==> src/rtl/roteamento_demux_if.sv <==
// Bus between the shared routing channel, the demux and its two destinations.
// The master modport is the channel/destination side; the slave modport is the demux.
interface roteamento_demux_if #(
  parameter int N = 4
);
  logic [N-1:0] Entrada;
  logic         SEL;
  logic         in_valid;
  logic         in_ready;
  logic [N-1:0] A;
  logic         a_valid;
  logic         a_ready;
  logic [N-1:0] B;
  logic         b_valid;
  logic         b_ready;

  modport master (
    output Entrada, SEL, in_valid, a_ready, b_ready,
    input  in_ready, A, a_valid, B, b_valid
  );

  modport slave (
    input  Entrada, SEL, in_valid, a_ready, b_ready,
    output in_ready, A, a_valid, B, b_valid
  );
endinterface

==> src/rtl/roteamento_demux.sv <==
// Receiving end of the routing channel: steers each word into a per-destination FIFO (A or B) by SEL.
// Optional pop counters cnt_a/cnt_b are enabled with the macro ROTEAMENTO_CONTADOR_EN.
module roteamento_demux #(
  parameter int N     = 4,
  parameter int DEPTH = 2
) (
  input  logic               clock,
  input  logic               reset_n,
  roteamento_demux_if.slave  bus
`ifdef ROTEAMENTO_CONTADOR_EN
  , output logic [7:0]       cnt_a
  , output logic [7:0]       cnt_b
`endif
);

  localparam int PW = $clog2(DEPTH);
  localparam int CW = $clog2(DEPTH + 1);

  // Index 0 is destination A, index 1 is destination B.
  logic [N-1:0]  r_mem   [2][DEPTH];
  logic [PW-1:0] r_wrPtr [2];
  logic [PW-1:0] r_rdPtr [2];
  logic [CW-1:0] r_count [2];

  logic [1:0] w_full;
  logic [1:0] w_empty;
  logic [1:0] w_push;
  logic [1:0] w_pop;

  assign w_full[0]  = (r_count[0] == CW'(DEPTH));
  assign w_full[1]  = (r_count[1] == CW'(DEPTH));
  assign w_empty[0] = (r_count[0] == '0);
  assign w_empty[1] = (r_count[1] == '0);

  // Readiness uses the pre-pop count, so a full FIFO refuses a push even while it is popping.
  assign bus.in_ready = !w_full[bus.SEL];

  assign w_push[0] = bus.in_valid && !bus.SEL && !w_full[0];
  assign w_push[1] = bus.in_valid &&  bus.SEL && !w_full[1];
  assign w_pop[0]  = bus.a_ready && !w_empty[0];
  assign w_pop[1]  = bus.b_ready && !w_empty[1];

  assign bus.a_valid = !w_empty[0];
  assign bus.b_valid = !w_empty[1];
  assign bus.A       = w_empty[0] ? '0 : r_mem[0][r_rdPtr[0]];
  assign bus.B       = w_empty[1] ? '0 : r_mem[1][r_rdPtr[1]];

  always_ff @(posedge clock) begin
    for (int f = 0; f < 2; f++) begin
      if (w_push[f]) begin
        r_mem[f][r_wrPtr[f]] <= bus.Entrada;
      end
    end
  end

  always_ff @(posedge clock or negedge reset_n) begin
    if (!reset_n) begin
      for (int f = 0; f < 2; f++) begin
        r_wrPtr[f] <= '0;
        r_rdPtr[f] <= '0;
        r_count[f] <= '0;
      end
    end else begin
      for (int f = 0; f < 2; f++) begin
        if (w_push[f]) begin
          r_wrPtr[f] <= r_wrPtr[f] + PW'(1);
        end
        if (w_pop[f]) begin
          r_rdPtr[f] <= r_rdPtr[f] + PW'(1);
        end
        case ({w_push[f], w_pop[f]})
          2'b10:   r_count[f] <= r_count[f] + CW'(1);
          2'b01:   r_count[f] <= r_count[f] - CW'(1);
          default: r_count[f] <= r_count[f];
        endcase
      end
    end
  end

`ifdef ROTEAMENTO_CONTADOR_EN
  logic [7:0] r_cntA;
  logic [7:0] r_cntB;

  // Pop counters stick at 255 instead of wrapping.
  always_ff @(posedge clock or negedge reset_n) begin
    if (!reset_n) begin
      r_cntA <= '0;
      r_cntB <= '0;
    end else begin
      if (w_pop[0] && (r_cntA != 8'hFF)) begin
        r_cntA <= r_cntA + 8'd1;
      end
      if (w_pop[1] && (r_cntB != 8'hFF)) begin
        r_cntB <= r_cntB + 8'd1;
      end
    end
  end

  assign cnt_a = r_cntA;
  assign cnt_b = r_cntB;
`endif

endmodule

==> src/flat_wrapper.sv <==
// flat-port wrapper written by rule: the top's interface ports become plain ports
module roteamento_demux_flat 
#(
  parameter int N     = 4,
  parameter int DEPTH = 2
)
  (clock, reset_n, bus_Entrada, bus_SEL, bus_in_valid, bus_a_ready, bus_b_ready, bus_in_ready, bus_A, bus_a_valid, bus_B, bus_b_valid);
  roteamento_demux_if #(.N(N)) bus_i ();
  input  logic clock;
  input  logic reset_n;
  input wire logic [$bits(bus_i.Entrada)-1:0] bus_Entrada;
  input wire logic [$bits(bus_i.SEL)-1:0] bus_SEL;
  input wire logic [$bits(bus_i.in_valid)-1:0] bus_in_valid;
  input wire logic [$bits(bus_i.a_ready)-1:0] bus_a_ready;
  input wire logic [$bits(bus_i.b_ready)-1:0] bus_b_ready;
  output wire logic [$bits(bus_i.in_ready)-1:0] bus_in_ready;
  output wire logic [$bits(bus_i.A)-1:0] bus_A;
  output wire logic [$bits(bus_i.a_valid)-1:0] bus_a_valid;
  output wire logic [$bits(bus_i.B)-1:0] bus_B;
  output wire logic [$bits(bus_i.b_valid)-1:0] bus_b_valid;
  assign bus_i.Entrada = bus_Entrada;
  assign bus_i.SEL = bus_SEL;
  assign bus_i.in_valid = bus_in_valid;
  assign bus_i.a_ready = bus_a_ready;
  assign bus_i.b_ready = bus_b_ready;
  assign bus_in_ready = bus_i.in_ready;
  assign bus_A = bus_i.A;
  assign bus_a_valid = bus_i.a_valid;
  assign bus_B = bus_i.B;
  assign bus_b_valid = bus_i.b_valid;
  roteamento_demux #(.N(N), .DEPTH(DEPTH)) u_core (.clock(clock), .reset_n(reset_n), .bus(bus_i));
endmodule
==> config.mk <==
export PLATFORM = sky130hd
export DESIGN_NAME = roteamento_demux_flat
export DESIGN_NICKNAME = d
export VERILOG_FILES = /design/src/rtl/roteamento_demux_if.sv /design/src/rtl/roteamento_demux.sv /design/src/flat_wrapper.sv
export SDC_FILE = /design/constraint.sdc
export NUM_CORES = 1
export LEC_CHECK = 0
export CAP_MARGIN = 20
export CORE_AREA = 2 2 52 54
export CTS_CLUSTER_SIZE = 24
export DETAILED_ROUTE_END_ITERATION = 6
export DIE_AREA = 0 0 54 56
export HOLD_SLACK_MARGIN = 0.03
export MAX_ROUTING_LAYER = met4
export PLACE_DENSITY = 0.68
export REMOVE_ABC_BUFFERS = 1
export SYNTH_ARGS = -nofsm -noshare
export SYNTH_HDL_FRONTEND = slang
export SYNTH_SLANG_ARGS = --single-unit
==> constraint.sdc <==
create_clock -name clock -period 1.6 [get_ports clock]
set_input_delay 0.16 -clock clock [delete_from_list [all_inputs] [get_ports clock]]
set_output_delay 0.16 -clock clock [all_outputs]
set_load 0.03 [all_outputs]
==> run_summary.xml <==
<?xml version="1.0" encoding="UTF-8"?>
<metrics>
  <group name="critical_path">
    <metric name="critical_path_cell_by_cell" unit="">mux2i_1 &gt; nor2_1 &gt; dlygate4sd2_1</metric>
    <metric name="timing.critical_path.buf_inv" unit="">1</metric>
    <metric name="critical_path_arrival" unit="ps">1390</metric>
    <metric name="critPathSlowestCell" unit="">sky130_fd_sc_hd__dfrtp_2</metric>
    <metric name="worstSetupPathType" unit="">flip-flop to output pin</metric>
    <metric name="critical_path.max_fanout" unit="">5</metric>
    <metric name="cell_family_with_most_cp_delay" unit="">flip-flops</metric>
    <metric name="critPathRequiredTime" unit="ps">1440</metric>
    <metric name="critPathCaptureType" unit="">output pin</metric>
    <metric name="delay_contributed_by_the_slowest_stage_of_the_critical_path" unit="ps">480</metric>
    <metric name="cp-start-kind" unit="">flip-flop</metric>
  </group>
  <group name="clock_tree">
    <metric name="clk_pin_slew" unit="ps">130</metric>
    <metric name="clock_tree_from_tritoncts" unit="">done</metric>
    <metric name="htree_num_levels" unit="">1</metric>
    <metric name="clock-root-buffer" unit="">sky130_fd_sc_hd__clkbuf_4</metric>
    <metric name="cts-hold-fix-buffers" unit="">0</metric>
    <metric name="cts_num_sinks" unit="">24</metric>
    <metric name="tritoncts.num_buffers" unit="">3</metric>
    <metric name="worst_skew_pair.late_latency" unit="ps">310</metric>
    <metric name="cts_buffer_depth" unit="">2</metric>
    <metric name="post-cts-setup-buffer-count" unit="">0</metric>
  </group>
  <group name="global_route">
    <metric name="number_of_antenna_violations_at_the_first_check_in_global_routing" unit="">0</metric>
    <metric name="groute.usage.overall" unit="%">12.3</metric>
    <metric name="grt_pass1_vias" unit="">573</metric>
    <metric name="gr-total-overflow" unit="">0</metric>
    <metric name="grt_first_pass_wirelength" unit="µm">2500</metric>
    <metric name="pin_count_of_the_biggest_net_entering_global_routing" unit="">15</metric>
  </group>
  <group name="pwr">
    <metric name="p_seq_share" unit="%">38.8</metric>
    <metric name="totalPowerFinal" unit="µW">2570</metric>
    <metric name="vdd.ir_drop.worst" unit="mV">0.992</metric>
    <metric name="power.net_switching" unit="µW">982</metric>
    <metric name="total_leakage_power" unit="µW">0.000547</metric>
    <metric name="power.internal" unit="µW">1590</metric>
    <metric name="power_frac_comb" unit="%">44.6</metric>
    <metric name="cellPowerDensity" unit="mW/mm²">1920</metric>
    <metric name="clock_power_share" unit="%">16.6</metric>
    <metric name="switching_share" unit="%">38.2</metric>
  </group>
  <group name="detailed_routing">
    <metric name="routed_via_density" unit="">4.68</metric>
    <metric name="drt-wirelength-per-cell" unit="µm">11.5</metric>
    <metric name="first_pass_iters" unit="">4</metric>
    <metric name="dr.first_iter.drc_count" unit="">6</metric>
    <metric name="ant_nets" unit="">0</metric>
    <metric name="wl" unit="µm">1500</metric>
    <metric name="vias" unit="">608</metric>
    <metric name="post_route_drc_violation_count" unit="">0</metric>
  </group>
  <group name="sta">
    <metric name="worst_slack" unit="ps">50.6</metric>
    <metric name="timing.hold.ws" unit="ps">124</metric>
    <metric name="setup_repair_after_global_routing_missed_its_margin" unit="">false</metric>
    <metric name="max_freq" unit="GHz">0.645</metric>
    <metric name="min_period" unit="ps">1550</metric>
    <metric name="fin_worst_skew" unit="ps">1.63</metric>
    <metric name="final-hold-violation-count" unit="">0</metric>
    <metric name="relSlewSlack" unit="%">73.6</metric>
    <metric name="period_share" unit="%">96.8</metric>
    <metric name="final_count_of_negative_setup_slack_endpoints" unit="">0</metric>
    <metric name="final-max-slew-violation-count" unit="">0</metric>
    <metric name="tightest_slew" unit="ps">395</metric>
  </group>
  <group name="final_layout">
    <metric name="share_of_final_layout_standard_cells_stronger_than_drive_strength_1" unit="%">25.0</metric>
    <metric name="antennaDiodeCount" unit="">0</metric>
    <metric name="layout.core_utilization" unit="%">55.1</metric>
    <metric name="layout-area-overhead-vs-synth" unit="%">29.2</metric>
    <metric name="num-nets-final" unit="">113</metric>
  </group>
  <group name="outcome">
    <metric name="outcome" unit="">complete, no violations</metric>
  </group>
  <group name="yosys">
    <metric name="post_synth_num_cell_types" unit="">16</metric>
    <metric name="synth_seq_cells" unit="">24</metric>
    <metric name="yosys.area.top_type_share" unit="%">46.3</metric>
    <metric name="postSynthCellCount" unit="">73</metric>
    <metric name="post_synth_instance_area" unit="mm²">0.00104</metric>
    <metric name="ys_seq_area_share" unit="%">65.6</metric>
    <metric name="yosysWarningCount" unit="">0</metric>
    <metric name="post_synth_main_area_contributors" unit="">sky130_fd_sc_hd__edfxtp_1, sky130_fd_sc_hd__dfrtp_1, sky130_fd_sc_hd__mux2i_1</metric>
    <metric name="cell_taking_the_most_area_after_synthesis" unit="">sky130_fd_sc_hd__edfxtp_1</metric>
    <metric name="syn_area_per_cell" unit="µm²">14.2</metric>
  </group>
  <group name="floorplanning">
    <metric name="std_cell_rows" unit="">18</metric>
    <metric name="placeableCoreArea" unit="mm²">0.00243</metric>
    <metric name="effective_utilization_at_floorplan" unit="%">42.6</metric>
    <metric name="io_pins" unit="">21</metric>
    <metric name="die_w" unit="µm">54</metric>
    <metric name="die_area" unit="mm²">0.00302</metric>
    <metric name="floorplan.die.height" unit="µm">56</metric>
  </group>
  <group name="placed_design">
    <metric name="port_buffers" unit="">20</metric>
    <metric name="finalWeightedCongestion" unit="">0.681</metric>
    <metric name="preCtsSetupSlack" unit="ps">-124</metric>
    <metric name="place.detailed.hpwl" unit="µm">1180</metric>
  </group>
  <group name="run">
    <metric name="cap_viol_max_count" unit="">0</metric>
  </group>
  <group name="hold_path">
    <metric name="path_class_of_the_lowest_slack_min_delay_path" unit="">input pin to asynchronous set/reset pin</metric>
  </group>
</metrics>
## worst register-to-register path, cell delays in order, from the launching register on
cell,delay (ps)
sky130_fd_sc_hd__dfrtp_1,420
sky130_fd_sc_hd__nand2b_1,140
sky130_fd_sc_hd__buf_4,110
sky130_fd_sc_hd__nand3_2,110
sky130_fd_sc_hd__ha_1,330
sky130_fd_sc_hd__nor2_1,130
sky130_fd_sc_hd__xor2_1,140
## cells in the mapped netlist
master / number
sky130_fd_sc_hd__xor2_1: 4
sky130_fd_sc_hd__nor2_1: 14
sky130_fd_sc_hd__nand3_2: 1
sky130_fd_sc_hd__mux2_2: 1
sky130_fd_sc_hd__nand2b_1: 1
sky130_fd_sc_hd__mux2i_1: 8
sky130_fd_sc_hd__nand2b_2: 1
sky130_fd_sc_hd__nand3b_4: 1
sky130_fd_sc_hd__nor2_2: 2
sky130_fd_sc_hd__buf_2: 2
sky130_fd_sc_hd__nor2b_2: 2
sky130_fd_sc_hd__edfxtp_1: 16
sky130_fd_sc_hd__dfrtp_1: 8
sky130_fd_sc_hd__inv_1: 4
sky130_fd_sc_hd__xnor2_1: 6
sky130_fd_sc_hd__ha_1: 2
## sequential cells by signal (all words and copies together), names as in the netlist
name and flops:
u_core.r_mem 16, u_core.r_count 4, u_core.r_rdPtr 2, u_core.r_wrPtr 2
## timing repair
item | 4_1_cts | 5_1_grt
setup endpoints to repair | 11 | 6
pin swaps | 0 | 0
gates resized for setup | 23 | 10
endpoints found under the hold margin | 0 | 0
## final cells by class
class / instances / area [µm²]
fill: 210 / 1090
sequential: 24 / 683
multi-input combinational: 43 / 342
timing repair buffer: 25 / 210
tap: 30 / 37.5
clock inverter: 1 / 30.0
clock buffer: 3 / 22.5
inverter: 4 / 15.0
## power groups by stage
stage	combinational (µW)	clock [µW]	sequential [µW]
finish	1150	428	999
detailed placement	1270	0	992
global placement	1240	0	987
CTS	1180	444	1000
floorplan	795	0	979
global route	1250	459	1020
## per-layer routing
metal | track usage (%) | wire length [µm]
met3 | 1.61 | 63
met5 | - | 0
met4 | 8.57 | 43
met1 | 13.9 | 638
met2 | 19.3 | 755
## worst paths after layout
kind                                                from                            end  slack [ps]  depth (start not counted)
setup / recovery           u_core.r_rdPtr[0]$_DFFE_PN0P_                       bus_B[0]          50                          3
hold / removal                                   reset_n  u_core.r_count[2]$_DFFE_PN0P_         120                          1
setup reg to reg           u_core.r_count[0]$_DFFE_PN0P_  u_core.r_count[1]$_DFFE_PN0P_         150                          6
hold reg to reg            u_core.r_wrPtr[0]$_DFFE_PN0P_  u_core.r_wrPtr[0]$_DFFE_PN0P_         510                          1
max in group asynchronous                        reset_n  u_core.r_rdPtr[0]$_DFFE_PN0P_        1180                          1
min in group clock                        bus_Entrada[0]   u_core.r_mem[0][0]$_DFFE_PP_         500                          1
## metrics by stage
stage / area [µm²] / std cells / TNS, ps
after CTS: 1360 / 130 / 0
after global placement: 1300 / 126 / -111
after detailed placement: 1300 / 126 / -124
final: 1340 / 130 / 0
after global routing: 1340 / 130 / 0
after floorplan: 1030 / 71 / 0
## layout by cell type, fill, tap and decap left out
cell type	instances
sky130_fd_sc_hd__dfrtp_2	2
sky130_fd_sc_hd__dfrtp_1	6
sky130_fd_sc_hd__buf_4	5
sky130_fd_sc_hd__xnor2_1	6
sky130_fd_sc_hd__nand2b_2	1
sky130_fd_sc_hd__xor2_1	4
sky130_fd_sc_hd__nand2b_1	1
sky130_fd_sc_hd__edfxtp_1	16
sky130_fd_sc_hd__clkdlybuf4s50_1	9
sky130_fd_sc_hd__nor2b_2	2
sky130_fd_sc_hd__nand3b_4	1
sky130_fd_sc_hd__clkdlybuf4s15_1	2
sky130_fd_sc_hd__buf_2	2
sky130_fd_sc_hd__clkbuf_4	3
sky130_fd_sc_hd__clkdlybuf4s15_2	1
sky130_fd_sc_hd__dlygate4sd2_1	3
sky130_fd_sc_hd__ha_1	2
sky130_fd_sc_hd__nand3_2	1
sky130_fd_sc_hd__mux2i_1	8
sky130_fd_sc_hd__nor2_1	14
sky130_fd_sc_hd__clkbuf_2	3
sky130_fd_sc_hd__bufinv_16	1
sky130_fd_sc_hd__mux2_2	1
sky130_fd_sc_hd__inv_1	4
sky130_fd_sc_hd__nor2_4	2
## cell families (layout without fill, tap and decap cells)
kind of cell             after synthesis  after routing  share of synthesized area (%)
XOR/XNOR                              10             10                           8.44
buffers and inverters                  6             33                           2.41
flip-flops                            24             24                           65.6
AND/OR/NAND/NOR                       22             22                           12.3
multiplexers                           9              9                           8.81
adder cells (fa/ha/maj)                2              2                           2.41
Power figures use the tool's default switching activity.
